`config.mk`:
```
export PLATFORM = sky130hd
export DESIGN_NAME = pcm_fir_feeder
export DESIGN_NICKNAME = d
export VERILOG_FILES = /design/src/rtl/pcm_fir_pkg.sv /design/src/rtl/pcm_fir_feeder.sv
export SDC_FILE = /design/constraint.sdc
export NUM_CORES = 1
export LEC_CHECK = 0
export CAP_MARGIN = 30
export CORE_ASPECT_RATIO = 1.75
export CORE_MARGIN = 1
export CORE_UTILIZATION = 35
export CTS_CLUSTER_DIAMETER = 60
export DETAILED_ROUTE_END_ITERATION = 7
export GPL_ROUTABILITY_DRIVEN = 0
export SLEW_MARGIN = 15
export SYNTH_ARGS = -nofsm -noshare
export SYNTH_HDL_FRONTEND = slang
export SYNTH_SLANG_ARGS = --single-unit
export TNS_END_PERCENT = 50
```
`constraint.sdc`:
```
create_clock -name pcm_clk -period 4.35 [get_ports pcm_clk]
set_clock_uncertainty 0.1 [all_clocks]
set_input_delay 0.87 -clock pcm_clk [delete_from_list [all_inputs] [get_ports pcm_clk]]
set_output_delay 0.87 -clock pcm_clk [all_outputs]
set_load 0.1 [all_outputs]
```
`src/rtl/pcm_fir_pkg.sv`:
```
// Shared constants and sample type for the PCM feeder and the FIR lane.
package pcm_fir_pkg;

  localparam int PCM_W  = 16;  // sample and result width
  localparam int ADDR_W = 9;   // sample-buffer address width (512 entries)
  localparam int DS_W   = 4;   // downsample ratio width

  typedef logic [PCM_W-1:0] pcm_t;

endpackage

```
`src/rtl/pcm_fir_feeder.sv`:
```
// Upstream feeder for fir_lane: accepts PCM samples over valid/ready, writes
// them into the lane's circular buffer at an auto-incrementing address, paces
// accepts with a minimum gap, triggers the lane every downsample-th sample and
// returns the lane's previous result as a one-cycle strobe.
module pcm_fir_feeder #(
  parameter int PCM_W  = pcm_fir_pkg::PCM_W,
  parameter int ADDR_W = pcm_fir_pkg::ADDR_W,
  parameter int DS_W   = pcm_fir_pkg::DS_W
) (
  input  logic              pcm_clk,
  input  logic              rst_n,
  input  logic              s_valid,
  output logic              s_ready,
  input  logic [PCM_W-1:0]  s_data,
  input  logic [DS_W-1:0]   downsample,
  input  logic [7:0]        min_gap,
  input  logic              flush,
  output logic              pcm_in_wr,
  output logic [PCM_W-1:0]  pcm_in,
  output logic [ADDR_W-1:0] pcm_in_address,
  output logic              fir_start,
  input  logic [PCM_W-1:0]  pcm_out,
  output logic              m_valid,
  output logic [PCM_W-1:0]  m_data
);

  logic              accept;
  logic              start_hit;
  logic              capture;
  logic [DS_W-1:0]   ds_eff;
  logic [DS_W:0]     phase_inc;
  logic [7:0]        gap_load;

  logic [7:0]        gap_cnt_q, gap_cnt_d;
  logic [DS_W-1:0]   phase_q, phase_d;
  logic [ADDR_W-1:0] addr_q, addr_d;
  logic              primed_q, primed_d;

  logic              pcm_in_wr_q, pcm_in_wr_d;
  logic [PCM_W-1:0]  pcm_in_q, pcm_in_d;
  logic [ADDR_W-1:0] pcm_in_address_q, pcm_in_address_d;
  logic              fir_start_q, fir_start_d;
  logic              m_valid_q, m_valid_d;
  logic [PCM_W-1:0]  m_data_q, m_data_d;

  // Handshake, effective ratio/gap and the start decision for this accept.
  always_comb begin
    s_ready   = rst_n & ~flush & (gap_cnt_q == 8'd0);
    accept    = s_valid & s_ready;
    ds_eff    = (downsample == '0) ? DS_W'(1) : downsample;
    gap_load  = (min_gap == 8'd0) ? 8'd0 : 8'(min_gap - 8'd1);
    phase_inc = {1'b0, phase_q} + {{DS_W{1'b0}}, 1'b1};
    start_hit = (phase_inc >= {1'b0, ds_eff});
    // The very first start after reset/flush has no earlier result to return.
    capture   = fir_start_q & primed_q & ~flush;
  end

  // Gap counter: loaded on accept, counts down to zero; flush clears it.
  always_comb begin
    // NOTE: every combinational block assigns its outputs a default first, so no latch can be inferred.
    gap_cnt_d = gap_cnt_q;
    if (flush)                  gap_cnt_d = 8'd0;
    else if (accept)            gap_cnt_d = gap_load;
    else if (gap_cnt_q != 8'd0) gap_cnt_d = gap_cnt_q - 8'd1;
  end

  // Phase counter: wraps to zero on every start.
  always_comb begin
    phase_d = phase_q;
    if (flush)       phase_d = '0;
    else if (accept) phase_d = start_hit ? '0 : phase_inc[DS_W-1:0];
  end

  // Write address: increments per accept, wraps naturally at the buffer size.
  always_comb begin
    addr_d = addr_q;
    if (flush)       addr_d = '0;
    else if (accept) addr_d = addr_q + ADDR_W'(1);
  end

  // Primed flag: set once the first start has gone out since reset/flush.
  always_comb begin
    primed_d = primed_q;
    if (flush)            primed_d = 1'b0;
    else if (fir_start_q) primed_d = 1'b1;
  end

  // Registered lane-write and result outputs.
  always_comb begin
    pcm_in_wr_d      = accept;
    pcm_in_d         = accept ? s_data : pcm_in_q;
    pcm_in_address_d = accept ? addr_q : pcm_in_address_q;
    fir_start_d      = accept & start_hit;
    m_valid_d        = capture;
    m_data_d         = capture ? pcm_out : m_data_q;
  end

  // State update with synchronous active-low reset.
  always_ff @(posedge pcm_clk) begin
    // NOTE: sequential state uses non-blocking assignments so every flop samples pre-edge values.
    if (!rst_n) begin
      gap_cnt_q        <= 8'd0;
      phase_q          <= '0;
      addr_q           <= '0;
      primed_q         <= 1'b0;
      pcm_in_wr_q      <= 1'b0;
      pcm_in_q         <= '0;
      pcm_in_address_q <= '0;
      fir_start_q      <= 1'b0;
      m_valid_q        <= 1'b0;
      m_data_q         <= '0;
    end else begin
      gap_cnt_q        <= gap_cnt_d;
      phase_q          <= phase_d;
      addr_q           <= addr_d;
      primed_q         <= primed_d;
      pcm_in_wr_q      <= pcm_in_wr_d;
      pcm_in_q         <= pcm_in_d;
      pcm_in_address_q <= pcm_in_address_d;
      fir_start_q      <= fir_start_d;
      m_valid_q        <= m_valid_d;
      m_data_q         <= m_data_d;
    end
  end

  assign pcm_in_wr      = pcm_in_wr_q;
  assign pcm_in         = pcm_in_q;
  assign pcm_in_address = pcm_in_address_q;
  assign fir_start      = fir_start_q;
  assign m_valid        = m_valid_q;
  assign m_data         = m_data_q;

endmodule

```
==> results of run 1 <==
## worst register-to-register path, delay by kind of cell (launching register included)
kind / cells / cell delay (ns)
simple gates: 3 / 1.51
compound gates: 1 / 0.17
buf+inv: 1 / 0.47
flops: 1 / 0.36
## synth_stat cells (2+ instances only)
library cell and count:
nand3_1 12, nand2_1 94, a21boi_0 38, buf_2 2
nor4_1 3, nor2b_1 2, o31ai_1 4, dfxtp_1 66
a311o_1 2, nand2b_1 5, xnor2_1 4, a211o_1 2
a211oi_1 5, clkbuf_1 12, o21ai_0 8, nor3_1 4
a21oi_1 12, and3_1 2, inv_1 10, nor2_1 10
xor2_1 4, ha_1 9, buf_4 3, or3_1 8
a2111oi_0 2, a21boi_1 3, nand3b_1 2, or4_4 2
or4_1 3
## worst max-delay path by stage
stage | endpoint | slack [ns] | cells after the start
floorplan | s_ready | 0.74 | 4
global placement | gap_cnt_q[2]$_SDFFE_PP0P_ | 1.07 | 6
detailed placement | gap_cnt_q[2]$_SDFFE_PP0P_ | 1.02 | 6
CTS | s_ready | 1.14 | 5
global route | s_ready | 1.07 | 5
finish | s_ready | 1.17 | 5
## final cells by class
type,instances,area [um^2],area share
timing repair buffer,95,953,0.226
sequential,66,1320,0.313
multi-input combinational,257,1500,0.356
clock buffer,14,274,0.0649
inverter,11,42.5,0.0101
tap,92,115,0.0273
clock inverter,2,10.0,0.00237
## stage by stage
stage                     cells  setup slack (ns)  total power [mW]  hold WS, ns  instance area [um^2]
after global routing        537              1.07              1.88        0.371                  4220
final                       537              1.17              1.79        0.358                  4220
after floorplan             352             0.743              1.00        0.340                  2960
after global placement      520              1.07              1.12        0.344                  3930
after CTS                   536              1.14              1.81        0.362                  4210
after detailed placement    520              1.02              1.13        0.355                  3930
## power groups by stage
| stage | Sequential (mW) | Combinational (mW) | Clock (mW) |
|---|---|---|---|
| 4_1_cts | 0.671 | 0.449 | 0.690 |
| 5_1_grt | 0.677 | 0.482 | 0.718 |
| 3_5_place_dp | 0.683 | 0.446 | 0 |
| 2_1_floorplan | 0.760 | 0.244 | 0 |
| 3_3_place_gp | 0.681 | 0.443 | 0 |
| 6_report | 0.671 | 0.444 | 0.674 |
## sequential cells by signal, summed over array words and instances, names as in the netlist
signal and count:
m_valid 1, m_data 16, pcm_in_wr 1, fir_start 1, pcm_in 16, addr_q 9, pcm_in_address 9, primed_q 1
phase_q 4, gap_cnt_q 8
## kinds of logic (layout without fill, tap and decap cells)
family / count (synthesis) / in the layout / share of synthesized area
fa+ha+maj: 9 / 9 / 0.0381
flops: 66 / 66 / 0.447
mux: 1 / 1 / 0.00339
simple gates: 152 / 152 / 0.234
buf+inv: 29 / 122 / 0.0444
compound gates: 87 / 87 / 0.209
xor+xnor: 8 / 8 / 0.0237
## per-layer routing
layer  global-route usage  part of all wire  vias to the layer above
met2                0.310              0.52                       66
met3               0.0437             0.042                       14
met4               0.0882             0.026                        0
li1                     -                 -                     1397
met5                    0                 0                        -
met1                0.178              0.41                     1216
==> results.json, run 1 <==
{
  "dp.final_hpwl_um": 5040,
  "fmax_mhz": 314,
  "cts_tree": "yes",
  "crit_type": "in2out",
  "ant_nets": 0,
  "dieArea_mm2": 0.00883,
  "min_delay_path_depth": 2,
  "crit_buf_inv": 3,
  "grt_max_degree": 49,
  "crit_slowest_cell": "clkdlybuf4s50_1",
  "boundaryPins": 93,
  "grt_pass1_vias": 2544,
  "hold_buffers": 0,
  "cts_buffers": 9,
  "port_buffers": 92,
  "period_needed_ns": 3.18,
  "rsz0062_at_grt": "false",
  "ctsRootBufferMaster": "clkbuf_16",
  "swShare": 0.304,
  "start_util": 0.358,
  "internal_power_mw": 1.24,
  "antennaDiodeCount": 0,
  "cp_max_fo": 43,
  "ys_warn_count": 0,
  "worstMarginPinSlew_ns": 1.00,
  "regToRegSetupSlack_ns": 1.67,
  "synthTopCellsByArea": "dfxtp_1 45%, nand2_1 12%, a21boi_0 9.6%, ha_1 3.8%, a21oi_1 2.0%",
  "min_path_type": "reg2reg",
  "cp_top_family": "buffers and inverters",
  "slew_headroom": 0.329,
  "syn2layout_area_growth_pct": 42.7,
  "die_h_um": 124,
  "die_w_um": 71.5,
  "cts.sinks": 66,
  "power.leakage_nw": 1.50,
  "tns_ns": 0,
  "synth-seq-area-share": 0.447,
  "pwr-share-comb": 0.248,
  "synth_flop_cell": "dfxtp_1",
  "power.density_mw_per_mm2": 424,
  "post-route-period-util": 0.732,
  "overflow": 0,
  "yosys.area.top_type": "dfxtp_1",
  "synthDistinctLibCells": 48,
  "syn_avg_cell_area_um2": 8.40,
  "drive_above_1_share": 0.0539,
  "min_to": "pcm_in_address[7]$_SDFFE_PN0P_",
  "vias": 2693,
  "synthesis.area_mm2": 0.00296,
  "clk_pin_slew_ns": 0.05,
  "htreeDepth": 3,
  "required_ns": 3.38,
  "postSynthCellCount": 352,
  "final_common_cell": "nand2_1",
  "mostFrequentLayoutCells": "94 x nand2_1, 91 x clkdlybuf4s50_1, 66 x dfxtp_1, 38 x a21boi_0",
  "path_cells": "clkdlybuf4s50_1 -> buf_4 -> nand2b_1 -> nor2_1 -> buf_12",
  "cp-start-kind": "primary input",
  "drv_cap": 0,
  "power_frac_clock": 0.377,
  "yosysTopAreaCellShare": 0.447,
  "ir_drop_mv": 0.189,
  "drt_pre_antenna_iters": 4,
  "drtIter0Drc": 111,
  "synth-edff-count": 0,
  "grt_antenna_before_repair": 0,
  "clk_path_buf_depth": 2,
  "status": "finished clean",
  "wl_per_cell_um": 13.1,
  "grt_use_total": 0.170,
  "insertion_delay_ns": 0.33,
  "hp-start": "pcm_in_address[7]$_SDFFE_PN0P_",
  "r2r_end": "gap_cnt_q[2]$_SDFFE_PP0P_",
  "hold_viol_final": 0,
  "fp-row-count": 44,
  "cp-end-kind": "output pin",
  "power_switching_mw": 0.544,
  "setup_viol": 0,
  "p_seq_frac": 0.375,
  "slowest_delay_ns": 0.49,
  "drt-vias-per-instance": 5.01,
  "worstPathArrival_ns": 2.21,
  "synth-async-reset-ratio": 0,
  "cts_setup_buffers": 0,
  "critPathLaunch": "rst_n",
  "drc_errors": 0,
  "rr_worst_depth": 5,
  "syn_nets": 409,
  "maxSlewViolCount": 0,
  "reg2reg_from": "gap_cnt_q[3]$_SDFFE_PP0P_",
  "utilization": 0.511,
  "ys_ff_latch": 66,
  "fillers": 801,
  "ctsResizeCount": 0,
  "grt_pass1_wl_um": 11500,
  "routed_wl_um": 7030,
  "nets": 497,
  "core-area_mm2": 0.00826
}
Note: power is estimated with default switching activity, not from simulation.
==> inputs of run 2 (changes only) <==
- clock period: 4.35 -> 3.3 ns (I/O delays scaled with it)
==> results.json, run 2 (synthesis results as in run 1) <==
{
  "hold_viol_final": 0,
  "grt_antenna_before_repair": 0,
  "post-route-period-util": 0.879,
  "rr_worst_depth": 5,
  "slowest_delay_ns": 0.56,
  "slew_headroom": 0.533,
  "cts.sinks": 66,
  "routed_wl_um": 6910,
  "fmax_mhz": 345,
  "wl_per_cell_um": 12.8,
  "final_common_cell": "nand2_1",
  "drt-vias-per-instance": 5.01,
  "dp_slack_ns": 0.331,
  "mostFrequentLayoutCells": "94 x nand2_1, 66 x dfxtp_1, 49 x buf_4, 47 x clkdlybuf4s50_1, 38 x a21boi_0",
  "grt_max_degree": 44,
  "start_util": 0.358,
  "die_h_um": 124,
  "multiInputGateArea_mm2": 0.00151,
  "vias": 2699,
  "tns_ns": 0,
  "cts_setup_buffers": 0,
  "hp-start": "pcm_in_address[1]$_SDFFE_PN0P_",
  "path_cells": "or4_4 -> or3_1 -> nor2_2 -> buf_12",
  "required_ns": 2.54,
  "worstMarginPinSlew_ns": 0.699,
  "antennaDiodeCount": 0,
  "crit_slowest_cell": "or4_4",
  "dp.final_hpwl_um": 5070,
  "min_path_type": "reg2reg",
  "critPathLaunch": "gap_cnt_q[3]$_SDFFE_PP0P_",
  "period_needed_ns": 2.90,
  "insertion_delay_ns": 0.32,
  "status": "finished clean",
  "syn2layout_area_growth_pct": 40.2,
  "cp_max_fo": 9,
  "die_w_um": 71.5,
  "ant_nets": 0,
  "grt_pass1_wl_um": 11000,
  "cp-start-kind": "flip-flop",
  "ctsResizeCount": 0,
  "nets": 499,
  "grt_use_total": 0.160,
  "clk_pin_slew_ns": 0.05,
  "regToRegSetupSlack_ns": 0.75,
  "dieArea_mm2": 0.00883,
  "clk_path_buf_depth": 2,
  "power.leakage_nw": 1.61,
  "htreeDepth": 3,
  "cts_buffers": 9,
  "maxSlewViolCount": 0,
  "port_buffers": 92,
  "fillers": 835,
  "drt_pre_antenna_iters": 4,
  "setup_viol": 0,
  "drc_errors": 0,
  "min_delay_path_depth": 2,
  "crit_type": "reg2out",
  "ir_drop_mv": 0.276,
  "drtIter0Drc": 73,
  "ctsRootBufferMaster": "clkbuf_16",
  "reg2reg_from": "gap_cnt_q[3]$_SDFFE_PP0P_",
  "drv_cap": 0,
  "power.density_mw_per_mm2": 576,
  "seq_area_mm2": 0.00132,
  "boundaryPins": 93,
  "drive_above_1_share": 0.161,
  "fp-row-count": 44,
  "worstPathArrival_ns": 2.14,
  "grt_pass1_vias": 2485,
  "overflow": 0,
  "cts_tree": "yes",
  "core-area_mm2": 0.00826,
  "worst_slack_ns": 0.399,
  "hold_buffers": 0,
  "rsz0062_at_grt": "false",
  "cp-end-kind": "output pin"
}
## run 2: per-layer routing
layer	up-vias	GRT usage	routed length, um
met5	-	0	0
met4	0	0.0809	182
met3	13	0.0445	272
met2	64	0.300	3670
met1	1223	0.158	2790
li1	1399	-	-
## run 2: area by class of cell
| cell class | count | share of cell area |
|---|---|---|
| Multi-Input combinational cell | 257 | 0.363 |
| Inverter | 11 | 0.0103 |
| Tap cell | 92 | 0.0278 |
| Timing Repair Buffer | 97 | 0.207 |
| Clock buffer | 15 | 0.0718 |
| Clock inverter | 1 | 0.00121 |
| Sequential cell | 66 | 0.319 |
## run 2: final timing paths
check                                   endpoint
hold reg to reg   pcm_in_address[1]$_SDFFE_PN0P_
hold / removal    pcm_in_address[1]$_SDFFE_PN0P_
setup reg to reg       gap_cnt_q[4]$_SDFFE_PP0P_
setup / recovery                         s_ready
## run 2: power breakdown
| part | internal [mW] | switching, mW |
|---|---|---|
| clock network | 0.609 | 0.311 |
| logic | 0.228 | 0.354 |
| registers | 0.844 | 0.0409 |
| total | 1.68 | 0.706 |
## run 2: critical path: cells and delay by family, from the launching register on
family | cells | cell delay (ns)
simple gates | 3 | 1.27
flops | 1 | 0.35
buf+inv | 1 | 0.19
## run 2: stage by stage
step           utilization  hold WS (ns)  instance area [um^2]  power (mW)  std cells
2_1_floorplan            -         0.340                  2960        1.33        352
3_3_place_gp         0.465         0.346                  3840        1.48        523
3_5_place_dp         0.465         0.355                  3840        1.49        523
4_1_cts              0.502         0.362                  4150        2.42        539
5_1_grt              0.502         0.379                  4150        2.51        539
6_report             0.502         0.357                  4150        2.39        539
==> inputs of run 3 (changes only) <==
- SLEW_MARGIN: 15 -> not set
==> results of run 3 <==
Final layout, timing and power as in run 2 (identical DEF).
